**config.mk**
```make
export PLATFORM = sky130hd
export DESIGN_NAME = hilo_div_seq
export DESIGN_NICKNAME = d
export VERILOG_FILES = /design/src/rtl/hilo_div_seq.sv
export SDC_FILE = /design/constraint.sdc
export NUM_CORES = 1
export LEC_CHECK = 0
export CAP_MARGIN = 20
export CORE_MARGIN = 5
export CORE_UTILIZATION = 57
export CTS_CLUSTER_SIZE = 28
export DETAILED_ROUTE_END_ITERATION = 8
export PLACE_DENSITY = 0.78
export SYNTH_ARGS = -nofsm -noshare
export SYNTH_HDL_FRONTEND = slang
export SYNTH_SLANG_ARGS = --single-unit
export TNS_END_PERCENT = 100
```
**constraint.sdc**
```tcl
create_clock -name clk -period 8 [get_ports clk]
set_clock_uncertainty 0.15 [all_clocks]
set_input_delay 1.2 -clock clk [delete_from_list [all_inputs] [get_ports clk]]
set_output_delay 1.2 -clock clk [all_outputs]
set_load 0.1 [all_outputs]
```
**src/rtl/hilo_div_seq.sv**
```systemverilog
// Sequential radix-2 restoring divider serving DIV/DIVU for the ALU HI/LO path.
// Fixed WIDTH+1 cycles from accept to validOut; requests arriving while busy are ignored.
module hilo_div_seq #(
  parameter int WIDTH = 32
) (
  input  logic             clk,
  input  logic             reset,
  input  logic             validIn,
  input  logic             sign,
  input  logic [WIDTH-1:0] SrcA,
  input  logic [WIDTH-1:0] SrcB,
  output logic             validOut,
  output logic [WIDTH-1:0] Hi,
  output logic [WIDTH-1:0] Lo,
  output logic             busy
);

  localparam int CW = $clog2(WIDTH) + 1;

  typedef enum logic [1:0] {IDLE, CALC, FIXUP, DONE} state_t;

  state_t           state;
  logic             s_a, s_b;
  logic [WIDTH-1:0] abs_b, rem, quo;
  logic [CW-1:0]    count;

  logic             neg_a, neg_b;
  logic [WIDTH-1:0] abs_a_in, abs_b_in;
  logic [WIDTH:0]   rem_sh;
  logic [WIDTH-1:0] diff;
  logic             take;

  assign neg_a    = sign & SrcA[WIDTH-1];
  assign neg_b    = sign & SrcB[WIDTH-1];
  assign abs_a_in = neg_a ? -SrcA : SrcA;
  assign abs_b_in = neg_b ? -SrcB : SrcB;

  // Remainder keeps a full W+1 bits so divisors with the MSB set still divide correctly.
  assign rem_sh = {rem, quo[WIDTH-1]};
  assign take   = (rem_sh >= {1'b0, abs_b});
  assign diff   = rem_sh[WIDTH-1:0] - abs_b;

  always_ff @(posedge clk or posedge reset) begin
    if (reset) begin
      state    <= IDLE;
      s_a      <= 1'b0;
      s_b      <= 1'b0;
      abs_b    <= '0;
      rem      <= '0;
      quo      <= '0;
      count    <= '0;
      validOut <= 1'b0;
      busy     <= 1'b0;
      Hi       <= '0;
      Lo       <= '0;
    end else begin
      case (state)
        IDLE: begin
          if (validIn) begin
            s_a   <= neg_a;
            s_b   <= neg_b;
            quo   <= abs_a_in;
            abs_b <= abs_b_in;
            rem   <= '0;
            count <= '0;
            busy  <= 1'b1;
            state <= CALC;
          end
        end
        CALC: begin
          rem   <= take ? diff : rem_sh[WIDTH-1:0];
          quo   <= {quo[WIDTH-2:0], take};
          count <= count + CW'(1);
          if (count == CW'(WIDTH - 1)) state <= FIXUP;
        end
        FIXUP: begin
          Lo       <= (s_a ^ s_b) ? -quo : quo;
          Hi       <= s_a ? -rem : rem;
          validOut <= 1'b1;
          state    <= DONE;
        end
        DONE: begin
          validOut <= 1'b0;
          busy     <= 1'b0;
          state    <= IDLE;
        end
        default: state <= IDLE;
      endcase
    end
  end

endmodule

```
==> run_results.csv <==
group,metric,value,unit
run_status,status,"finished, final reports clean",
worst_hold_path,min_from,"abs_b[10]",
critical_path,reg2reg_depth,13,
drt,vias_per_cell,5.81,
layout,fillers,1626,
floorplanning,coreArea,19500,µm²
timing,slew_violations,0,
timing,setup_tns,0,ns
global_routing,grt_pass1_vias,9120,
critical_path,crit_slowest_cell,"a211oi_1",
synth,yosys.area.top_type,"dfrtp_1",
synth,ys_warn_count,0,
drt,drt_iter0_drc,857,
floorplanning,initial_core_util,0.579,
clock_network,postCtsSetupBuffers,0,
global_routing,overflow,0,
run,drv_cap,0,
layout,drive_above_1_share,0.0443,
drt,drc,0,
timing,tightest_slew,1.09,ns
synth,async_flop_share,1.00,
floorplanning,row_count,51,
drt,vias,10100,
clock_network,numCtsBuffers,17,
synth,synth_top_area_share,0.381,
synth,syn_nets,1473,
placed_design,hpwl,21700,µm
drt,firstDrtPassIters,5,
global_routing,grt_pass1_wl,47400,µm
layout,fin_nets,1564,
critical_path,reg2reg_to,"rem[28]",
timing,rsz0062_at_grt,"no",
critical_path,cp-end-kind,"register",
drt,routed_wl,29200,µm
clock_network,cts.sinks,172,
clock_network,cts.path.max_buffers,2,
clock_network,cts_resized,0,
worst_hold_path,hold_path_class,"reg2reg",
critical_path,cp-start-kind,"register",
placed_design,numPortBuffers,133,
synth,synth_edf_count,0,
clock_network,clk_latency,0.44,ns
drt,wl_per_cell,16.9,µm
global_routing,grt_max_degree,109,
synth,synth_top_cells_by_area,"dfrtp_1 (38%), a21oi_1 (7.3%), xor2_1 (6.2%), o21ai_0 (5.7%), nand2_1 (5.4%)",
worst_hold_path,min_path_cells,2,
clock_network,tritoncts,"yes",
critical_path,critPathMostFrequentCell,"o21ai_0",
floorplanning,die-area,22700,µm²
timing,max_freq,0.247,GHz
global_routing,grtUsageTotal,0.261,
timing,fin_crit,4.04,ns
critical_path,crit_chain,"inv_1, ha_1, inv_1, fa_1, a21o_1, a221oi_1, o21ai_0, a211oi_1, o21bai_1, a211oi_1, o21ai_0, xnor2_1, o21ai_0",
synth,ys_types,68,
critical_path,r2r_start,"quo[31]",
drt,routed.top_layer,"met4",
global_routing,antenna_found_initial,0,
layout,multi_input_area,6460,µm²
synth,ys_seq_area_frac,0.381,
critical_path,path_max_fanout,4,
timing,hold_viol_final,0,
drt,wl_met3,2030,µm
layout,area_delta_synth_final,17.9,%
timing,post-route-period-util,0.505,
clock_network,cts.hold.buffers_added,0,
placed_design,gp_congestion,0.954,
clock_network,cts-root-buf,"clkbuf_16",
floorplanning,fp.dieH,151,µm
critical_path,critical_path_required,8.15,ns
worst_hold_path,min_to,"abs_b[10]",
clock_network,htree_levels,4,
layout,regArea,4300,µm²
synth,postSynthCellCount,1363,
drt,ant_nets,0,
critical_path,arrival,4.20,ns
critical_path,rrSetupSlack,3.96,ns
synth,synthFlopType,"dfrtp_1",
timing,setup_violations,0,
critical_path,worst_path_largest_cell_delay,0.53,ns
drt,dr_wl_met2,12300,µm
floorplanning,io_pins,134,
critical_path,worstSetupPathType,"reg2reg",
timing,slew_headroom,0.268,
synth,ys_seq_elements,172,
synth,synth.avg_cell_area,8.29,µm²
layout,num_antenna_cells,0,
drt,wl_met1,14500,µm
clock_network,clk_pin_slew,0.07,ns
floorplanning,die_w,151,µm
synth,synthesis.area,11300,µm²
[Yosys cell counts (all sizes together), types with 13 or more instances]
library cell  number
o21ai            149
clkbuf            54
nor3              18
nor4              13
ha                41
a21oi            166
nand3             13
inv               58
mux2i             22
o31ai             22
dfrtp            172
and3              14
nand2            164
xor2              80
nor2             148
o41ai             16
xnor2             67
[cells in the final DEF (no fill, tap or decap), drive strengths merged, types with 3 or more instances in the layout]
cell / synthesis / routed
nand4: 11 / 11
o41ai: 16 / 16
nor3: 18 / 18
or4: 10 / 10
a221oi: 3 / 3
o21bai: 6 / 6
nand2: 164 / 164
a21oi: 166 / 166
xnor2: 67 / 67
and3: 14 / 14
nor2b: 8 / 8
o211ai: 8 / 8
o21ai: 149 / 149
ha: 41 / 41
mux2i: 22 / 22
or3: 8 / 8
buf: 11 / 7
clkinv: 1 / 5
a31oi: 10 / 10
dfrtp: 172 / 172
a211oi: 6 / 6
nor2: 148 / 148
o2111a: 3 / 3
nand3: 13 / 13
or2: 3 / 3
clkbuf: 54 / 17
a21o: 9 / 9
nand2b: 9 / 9
xor2: 80 / 80
o21a: 7 / 7
nor4: 13 / 13
and2: 11 / 11
o31ai: 22 / 22
clkdlybuf4s50: 1 / 133
inv: 58 / 65
[worst max-delay path, delay by kind of cell (launching register included)]
family | cells | cell delay [ns]
AOI/OAI and AO/OA | 8 | 2.45
xor gates and xnor gates | 1 | 0.20
adders and majority gates | 2 | 0.54
buffers and inverters | 2 | 0.13
DFF | 1 | 0.44
[sequential cells by signal, summed over array words and instances, names as in the netlist]
name      flops
s_a           1
Lo           32
abs_b        32
busy          1
validOut      1
count         6
rem          32
s_b           1
state         2
quo          32
Hi           32
[worst max path at each step]
stage / from / to / slack (ns) / cells after the start
2_1_floorplan: reset / Hi[0] / 1.99 / 1
3_3_place_gp: SrcA[2] / quo[30] / 3.96 / 10
3_5_place_dp: SrcA[2] / quo[30] / 3.88 / 10
4_1_cts: quo[31] / rem[28] / 4.00 / 13
5_1_grt: quo[31] / rem[28] / 3.72 / 13
6_report: quo[31] / rem[28] / 3.96 / 13
[final cells by class]
class | count | share of cell area
well taps | 265 | 0.0249
inverters | 59 | 0.0170
multi-input cells | 1064 | 0.484
repair buffers | 140 | 0.104
flip-flops and latches | 172 | 0.323
clock buffers | 17 | 0.0319
clock inverters | 15 | 0.0151
[logic make-up (layout without fill, tap and decap cells)]
group | Yosys count | in the layout | synth area share
buffers and inverters | 127 | 231 | 0.0502
xor gates and xnor gates | 147 | 147 | 0.114
muxes | 24 | 24 | 0.0215
DFF | 172 | 172 | 0.381
AOI/OAI and AO/OA | 416 | 416 | 0.211
adders and majority gates | 42 | 42 | 0.0471
and+or+nand+nor | 435 | 435 | 0.175
[through the flow]
step,setup slack [ns],util,hold WS [ns],std cells,instance area (µm²)
floorplan,1.99,-,0.300,1363,11300
global placement,3.96,0.651,0.312,1700,12700
detailed placement,3.88,0.651,0.321,1700,12700
CTS,4.00,0.683,0.337,1732,13300
global route,3.72,0.683,0.362,1732,13300
finish,3.96,0.683,0.328,1732,13300
[layer usage]
layer	up-vias	global-route usage
met2	328	0.369
met5	-	0
met3	29	0.0329
li1	4944	-
met1	4759	0.420
met4	0	0.0689
Power is left out: the tool's default activity adds up to more than one toggle a clock period on the data nets, which glitch-free logic cannot reach.
